`config.mk`:
```
export PLATFORM = sky130hd
export DESIGN_NAME = dma_copy
export DESIGN_NICKNAME = d
export VERILOG_FILES = /design/src/rtl/dma_copy_pkg.sv /design/src/rtl/dma_copy_regfile.sv /design/src/rtl/dma_copy.sv
export SDC_FILE = /design/constraint.sdc
export NUM_CORES = 1
export LEC_CHECK = 0
export ABC_AREA = 1
export CAP_MARGIN = 20
export CORE_UTILIZATION = 49
export DETAILED_ROUTE_END_ITERATION = 16
export GPL_TIMING_DRIVEN = 0
export PLACE_DENSITY_LB_ADDON = 0.25
export SLEW_MARGIN = 20
export SYNTH_ARGS = -nofsm -noshare
export SYNTH_HDL_FRONTEND = slang
export SYNTH_HIERARCHICAL = 1
export SYNTH_SLANG_ARGS = --single-unit
```
`constraint.sdc`:
```
create_clock -name clock -period 1.9 [get_ports clock]
set_input_delay 0.38 -clock clock [delete_from_list [all_inputs] [get_ports clock]]
set_output_delay 0.38 -clock clock [all_outputs]
set_load 0.02 [all_outputs]
```
`src/rtl/dma_copy_pkg.sv`:
```
// dma_copy_pkg: address window, register offsets, CTRL bit indices and FSM states for dma_copy
package dma_copy_pkg;
  localparam logic [31:0] dma_base_addr = 32'h0300_0000;
  localparam logic [31:0] dma_top_addr = dma_base_addr + 32'h0000_000F;
  localparam logic [3:0] DMA_SRC = 4'h0;
  localparam logic [3:0] DMA_DST = 4'h4;
  localparam logic [3:0] DMA_LEN = 4'h8;
  localparam logic [3:0] DMA_CTRL = 4'hC;
  localparam int CTRL_START = 0;
  localparam int CTRL_BUSY = 1;
  localparam int CTRL_DONE = 2;
  localparam int CTRL_IRQ_EN = 3;
  localparam int CTRL_ABORT = 4;
  localparam int CTRL_ABORTED = 5;
  typedef enum logic [1:0] {IDLE, READ, WRITE} dma_state_t;
endpackage

```
`src/rtl/dma_copy_regfile.sv`:
```
// dma_copy_regfile: config-port responder, SRC/DST/LEN/CTRL storage and START/ABORT pulses
// ABORT support is compiled in with DMA_ABORT_EN.
module dma_regfile
  import dma_copy_pkg::*;
#(
  parameter int LEN_BITS = 16
) (
  input  logic                clock,
  input  logic                reset,
  input  logic                dma_valid,
  input  logic                dma_instr,
  input  logic [31:0]         dma_addr,
  input  logic [31:0]         dma_wdata,
  input  logic [3:0]          dma_wstrb,
  output logic [31:0]         dma_rdata,
  output logic                dma_ready,
  output logic                dma_irq,
  input  logic                busy,
  input  logic                done_set,
  input  logic                aborted_set,
  output logic [31:0]         src,
  output logic [31:0]         dst,
  output logic [LEN_BITS-1:0] len,
  output logic                start,
  output logic                abort
);
  logic wr, wr_ctrl, irq_en, done, aborted, unused_ok;
  logic [1:0] sel;
  logic [31:0] rd;
  assign unused_ok = ^{dma_instr, dma_addr[31:4], dma_addr[1:0]};
  assign sel = dma_addr[3:2];
  assign wr = dma_valid & |dma_wstrb;
  assign wr_ctrl = wr && sel == DMA_CTRL[3:2];
  assign start = wr_ctrl & dma_wdata[CTRL_START] & ~busy;
`ifdef DMA_ABORT_EN
  assign abort = wr_ctrl & dma_wdata[CTRL_ABORT] & busy;
`else
  assign abort = 1'b0;
`endif
  always_comb
    rd = sel == DMA_SRC[3:2] ? src :
         sel == DMA_DST[3:2] ? dst :
         sel == DMA_LEN[3:2] ? {{(32-LEN_BITS){1'b0}}, len} :
         {26'b0, aborted, 1'b0, irq_en, done, busy, 1'b0};
  always_ff @(posedge clock or negedge reset) begin
    if (!reset) begin
      dma_ready <= 1'b0;
      dma_rdata <= '0;
      dma_irq <= 1'b0;
      src <= '0;
      dst <= '0;
      len <= '0;
      irq_en <= 1'b0;
      done <= 1'b0;
      aborted <= 1'b0;
    end else begin
      dma_ready <= dma_valid;
      dma_rdata <= dma_valid ? rd : '0;
      if (wr && !busy && sel == DMA_SRC[3:2]) src <= {dma_wdata[31:2], 2'b00};
      if (wr && !busy && sel == DMA_DST[3:2]) dst <= {dma_wdata[31:2], 2'b00};
      if (wr && !busy && sel == DMA_LEN[3:2]) len <= dma_wdata[LEN_BITS-1:0];
      if (wr_ctrl) irq_en <= dma_wdata[CTRL_IRQ_EN];
      // a completion landing on a W1C write keeps the flag set
      done <= done_set | (done & ~(wr_ctrl & dma_wdata[CTRL_DONE]));
      aborted <= aborted_set | (aborted & ~(wr_ctrl & dma_wdata[CTRL_ABORTED]));
      dma_irq <= done & irq_en;
    end
  end
endmodule

```
`src/rtl/dma_copy.sv`:
```
// dma_copy: word-granular memory-to-memory copy engine with CPU config port and level IRQ
// Optional abort support via DMA_ABORT_EN (see dma_regfile).
module dma_copy
  import dma_copy_pkg::*;
#(
  parameter int LEN_BITS = 16
) (
  input  logic        clock,
  input  logic        reset,
  input  logic        dma_valid,
  input  logic        dma_instr,
  input  logic [31:0] dma_addr,
  input  logic [31:0] dma_wdata,
  input  logic [3:0]  dma_wstrb,
  output logic [31:0] dma_rdata,
  output logic        dma_ready,
  output logic        memory_valid,
  output logic        memory_instr,
  output logic [31:0] memory_addr,
  output logic [31:0] memory_wdata,
  output logic [3:0]  memory_wstrb,
  input  logic [31:0] memory_rdata,
  input  logic        memory_ready,
  output logic        dma_irq
);
  dma_state_t state, state_nx;
  logic [31:0] src, dst, src_ptr, dst_ptr, data;
  logic [LEN_BITS-1:0] len, count;
  logic start, abort, abort_pend, gap, hs, last, done_set, aborted_set;
  dma_regfile #(.LEN_BITS(LEN_BITS)) u_regs (
    .clock(clock), .reset(reset), .dma_valid(dma_valid), .dma_instr(dma_instr),
    .dma_addr(dma_addr), .dma_wdata(dma_wdata), .dma_wstrb(dma_wstrb),
    .dma_rdata(dma_rdata), .dma_ready(dma_ready), .dma_irq(dma_irq),
    .busy(state != IDLE), .done_set(done_set), .aborted_set(aborted_set),
    .src(src), .dst(dst), .len(len), .start(start), .abort(abort)
  );
  // the gap cycle after every response keeps one ready from being counted twice
  assign memory_valid = state != IDLE && !gap;
  assign memory_instr = 1'b0;
  assign memory_addr = !memory_valid ? '0 : state == READ ? src_ptr : dst_ptr;
  assign memory_wdata = memory_valid && state == WRITE ? data : '0;
  assign memory_wstrb = memory_valid && state == WRITE ? 4'b1111 : 4'b0000;
  assign hs = memory_valid & memory_ready;
  assign last = count == LEN_BITS'(1) || abort_pend;
  always_comb begin
    state_nx = state;
    done_set = 1'b0;
    aborted_set = 1'b0;
    unique case (state)
      IDLE: begin
        state_nx = start && len != '0 ? READ : IDLE;
        done_set = start && len == '0;
      end
      READ: state_nx = hs ? WRITE : READ;
      WRITE: begin
        state_nx = hs ? (last ? IDLE : READ) : WRITE;
        done_set = hs && last && !abort_pend;
        aborted_set = hs && abort_pend;
      end
      default: state_nx = IDLE;
    endcase
  end
  always_ff @(posedge clock or negedge reset) begin
    if (!reset) begin
      state <= IDLE;
      gap <= 1'b0;
      abort_pend <= 1'b0;
      src_ptr <= '0;
      dst_ptr <= '0;
      count <= '0;
      data <= '0;
    end else begin
      state <= state_nx;
      gap <= hs;
      abort_pend <= state_nx == IDLE ? 1'b0 : abort_pend | abort;
      if (state == IDLE && start) begin
        src_ptr <= src;
        dst_ptr <= dst;
        count <= len;
      end
      if (state == READ && hs) data <= memory_rdata;
      if (state == WRITE && hs) begin
        src_ptr <= src_ptr + 32'd4;
        dst_ptr <= dst_ptr + 32'd4;
        count <= count - 1'b1;
      end
    end
  end
endmodule

```
== Word level (Yosys, flattened, before mapping) ==
Cells that the tools add are included.
Operators by class
  $add $sub $neg: 3
  eq/ne operators: 6
  multiplexer cells: 22
  bitwise gates (word level): 14
  reduce and logical (&&, ||, !) cells: 27
Operators by type and width (number)
  $mux 32: 10
  $add 32x3->32 const B: 2
  $mux 16: 3
  $eq 16x1->1 const B: 1
  $logic_not 16->1: 1
  $reduce_bool 16->1: 1
  $sub 16x1->16 const B: 1
  $logic_and 1x1->1: 15
  $and 1x1->1: 9
  $eq 2x2->1 const B: 3
  $logic_not 2->1: 3
  $pmux 2 s3: 1
  $eq 2x1->1 const B: 2
  $mux 1: 4
  $mux 2: 2
  $mux 4: 1
  $reduce_bool 2->1: 2
  $reduce_or 4->1: 1
  $logic_not 1->1: 3
  $not 1->1: 3
  $or 1x1->1: 2
  $pmux 1 s2: 1
  $logic_or 1x1->1: 1
Storage, ports and cells
  register bits: 229
  input bits: 105
  output and inout bits: 104
  logic and storage cells: 88

== Logic depth before layout (Yosys ltp) ==
  depth after elaboration: 10
  mapped depth: 13
  depth with buffers taken out: 12

== By module ==
The synthesis kept the hierarchy.
Modules (own cells, without submodules)
  dma_copy: times used 1, cells an instance 1196, area an instance 7558.5 µm², seq. area each 2902.8 µm²
  dma_regfile: times used 1, cells an instance 552, area an instance 4685.7 µm², seq. area each 2827.7 µm²

== Least setup slack after synthesis ==
No wires, ideal clock.
  path type: reg2out
  from: reg state[1]
  to: out memory_addr[30]
  arrival time: 1468 ps
  data required time: 1520 ps
  slack: 52 ps
  stages on the path, launching flop included: 6
  path buffers: 1
  cells stage by stage: dfrtp_1 > nor2_2 > nor2_4 > clkbuf_1 > o21ai_0 > a21oi_1
Between the ends
  cells in the longest elaborated chain, start to end: 3
  elaborated cells between the ends (all ways): 5
  those cells by class: 1 x eq/ne; 2 x mux; 2 x reduce/logical
RTL lines
  start, declared: line dma_copy.sv:26  | dma_state_t state, state_nx;
  start signal, assigned: line dma_copy.sv:73  | state <= state_nx;
  $reduce_bool 2->1: line dma_copy.sv:38  | assign memory_valid = state != IDLE && !gap;
  $logic_and 1x1->1: line dma_copy.sv:38
  via memory_valid: line dma_copy.sv:17  | output logic memory_valid,
  $mux 32: line dma_copy.sv:40  | assign memory_addr = !memory_valid ? '0 : state == READ ? src_ptr : dst_ptr;
  end, declared: line dma_copy.sv:19  | output logic [31:0] memory_addr,
The timed path passes the listed nets, and every way through them passes these cells.

== Worst setup path in the final report ==
  from: reg state[1]
  to: out memory_addr[9]
Between the ends
  cells in the longest elaborated chain, start to end: 3
  elaborated cells between the ends (all ways): 5
  those cells by class: 1 x eq/ne; 2 x mux; 2 x reduce/logical
RTL lines (line)
  $eq 2x1->1 / $reduce_bool 2->1 (equally long branches): dma_copy.sv:40, dma_copy.sv:38
  $mux 32 / $logic_and 1x1->1 (equally long branches): dma_copy.sv:40, dma_copy.sv:38
  $mux 32 (*): dma_copy.sv:40
Every way passes the cells marked *; elsewhere a longest branch is shown, timed or not.

==> flow_metrics.tcl <==
set metrics [dict create \
    outcome "finished with violations" \
    violations "negative setup slack" \
    cp_common_cell "nor2_4" \
    n_antenna_cell 0 \
    insertion_delay_ps 550 \
    rsz0062_at_grt "yes" \
    crit_path_cell_trace "nor2_4 -> buf_12 -> nor2_4 -> buf_8 -> o21ai_2 -> nor2_1 -> buf_4" \
    fillers 1669 \
    max_cap_viol_count 0 \
    tns_ps -36210 \
    clock_sinks 229 \
    path_clk_slew_ps 60 \
    finalPower_mw 29.3 \
    grt_pass1_vias 12900 \
    worstSetupPathType "reg -> out" \
    place_ws_ps -963 \
    synth_seq_cells 229 \
    seq_area_mm2 0.00573 \
    dr.pass1.iters 6 \
    synth.avg_cell_area_um2 7.00 \
    fin_util 0.747 \
    via_count 13500 \
    dp_hpwl_um 29700 \
    leakage_nw 8.99 \
    syn_inst 1748 \
    cpMaxStageDelayCell "dfrtp_2" \
    fmax_mhz 435 \
    cts_buffers 26 \
    synth_cell_types 31 \
    synth_top_cell_by_area "dfrtp_1" \
    drive_above_1_share 0.251 \
    hold_ws_ps 365 \
    core_area_mm2 0.0244 \
    die_x_um 160 \
    wl_um 48300 \
    drtAntennaViolNets 0 \
    crit_fanout 5 \
    fp.dieArea_mm2 0.0256 \
    synth_edf_count 0 \
    grt_max_degree 83 \
    cpLargestDelayFamily "buffers and inverters" \
    min_path_type "in -> reg" \
    final_nets 2146 \
    cts.path.max_buffers 3 \
    critPathBufInv 3 \
    syn2layout_area_growth_pct 48.8 \
    placed_cell_area_mm2 0.0145 \
    cp_data_arrival_time_ps 1920 \
    path_depth 7 \
    io_buffers 176 \
    track_usage 0.354 \
    grt-ovfl-total 0 \
    gp_congestion 0.959 \
    antenna_found_initial 0 \
    cp-end-kind "output port" \
    design_area_mm2 0.0182 \
    initial_core_util 0.502 \
    hold_violations 0 \
    min_period_over_period 1.21 \
    ys_seq_area_frac 0.468 \
    hp-start "dma_wdata[1]" \
    r2r-start "state[1]" \
    multi_input_area_mm2 0.00678 \
    synth_area_mm2 0.0122 \
    grt_pass1_wl_um 70300 \
    worst_pin_slew_ps 683 \
    avgViaCountPerCell 5.66 \
    hold_path_depth 3 \
    die_h_um 160 \
    yosys_most_used_dff "dfrtp_1" \
    cts_tree "yes" \
    peakVddDrop_mv 1.07 \
    use_met2 0.549 \
    crit_path_start "state[1]" \
    wire_per_inst_um 20.3 \
    yosys_warnings 6 \
    finalMaxSlewViolations 0 \
    synth_commonest_cells "nand2_1, dfrtp_1, nor2_1, inv_1, o21ai_0" \
    grt_util_met1 0.474 \
    cp.required_ps 1520 \
    max_stage_delay_ps 430 \
    pin_count 209 \
    clockRootBuffer "clkbuf_16" \
    drc 0 \
    power_density_mw_per_mm2 1610 \
    cts_max_level 1 \
    setup_viol 179 \
    dpl.cell_count 2254 \
    final_cell_count_no_fill 2379 \
    maxSlewHeadroom 0.545 \
    layout_min_cycle_time_ps 2300 \
    grt-busiest-layer "met2" \
    row_count 57 \
    drt_iter0_drc 1350 \
    ys_top_cells_by_area "dfrtp_1, nand2_1, nor2_1, inv_1, o21ai_0" \
    fin_worst_skew_ps 14.2 \
    async_flop_share 1.00 \
    yosysTopAreaCellShare 0.468 \
    worst_r2r_path_depth 14 \
    grt_util_met3 0.0717 \
    start_kind "flop" \
    setup_slack_ps -398 \
    yosysMostFrequentCell "nand2_1" \
]
-- timing repair --
item | CTS | global route
gates cloned | 21 | 6
setup endpoints to repair | 167 | 258
setup buffers | 49 | 29
hold buffers | 1 | 0
endpoints found under the hold margin | 80 | 0
gates resized for setup | 718 | 332
pin swaps | 41 | 49
-- layout make-up --
| type | count | share of cell area |
|---|---|---|
| clock buffers | 32 | 0.0386 |
| flip-flops and latches | 229 | 0.315 |
| inverters | 166 | 0.0368 |
| well taps | 324 | 0.0222 |
| repair buffers | 259 | 0.159 |
| multi-input cells | 1285 | 0.372 |
| plain buffers | 69 | 0.0417 |
| repair inverters | 1 | 0.000893 |
| clock inverters | 14 | 0.0144 |
-- power by group --
part | leakage (nW) | internal, mW | switching (mW) | total [mW]
clock network | 0.471 | 3.58 | 2.16 | 5.73
registers | 2.84 | 6.94 | 2.73 | 9.67
logic | 5.68 | 5.93 | 7.95 | 13.9
total | 8.99 | 16.5 | 12.8 | 29.3
-- worst paths after layout --
kind / end / slack, ps
worst max-delay path: memory_addr[9] / -400
worst min-delay path: u_regs/len[1] / 370
worst max register to register: count[9] / -320
worst min register to register: u_regs/aborted / 490
max in group asynchronous: dst_ptr[29] / 620
min in group asynchronous: data[21] / 430
-- sequential cells by signal (all words and copies together) (netlist names), 2 cells and up --
register and flops:
data 32, dst_ptr 32, src_ptr 32, u_regs/dma_rdata 32, u_regs/dst 30, u_regs/src 30, count 16, u_regs/len 16
state 2
-- tightest hold or removal path, cell delays in order --
cell,delay (ps)
clkdlybuf4s50_1,390
nand2_1,60
nand2_1,40
-- placed cells by master (no fill, tap or decap), types with 15 or more instances in the layout --
cell type and count:
nand2_4 51, nor2_2 15, nand2_2 27, buf_6 90
buf_8 33, o21ai_0 18, a21oi_2 20, buf_12 17
buf_4 54, nor2_1 166, a21oi_1 59, o21ai_1 18
nand2_1 657, dfrtp_1 226, nor2_4 46, clkbuf_16 33
o211ai_1 27, inv_1 151, nand3_1 70, buf_2 15
o21ai_2 42, clkdlybuf4s50_1 106
-- routing by layer --
metal / up-vias / share of wire
met5: - / 0
met4: 0 / 0.061
met3: 201 / 0.098
met2: 845 / 0.46
met1: 6390 / 0.38
li1: 6029 / -
-- cells by family after synthesis --
| kind of cell | Yosys count | synth area share |
|---|---|---|
| flip-flops | 229 | 0.468 |
| adder cells (fa/ha/maj) | 4 | 0.00409 |
| AO/OA/AOI/OAI | 203 | 0.0901 |
| AND/OR/NAND/NOR | 1059 | 0.343 |
| other | 2 | 0.000613 |
| buffers and inverters | 240 | 0.0866 |
| XOR/XNOR | 11 | 0.00787 |
Power figures use the tool's default switching activity.
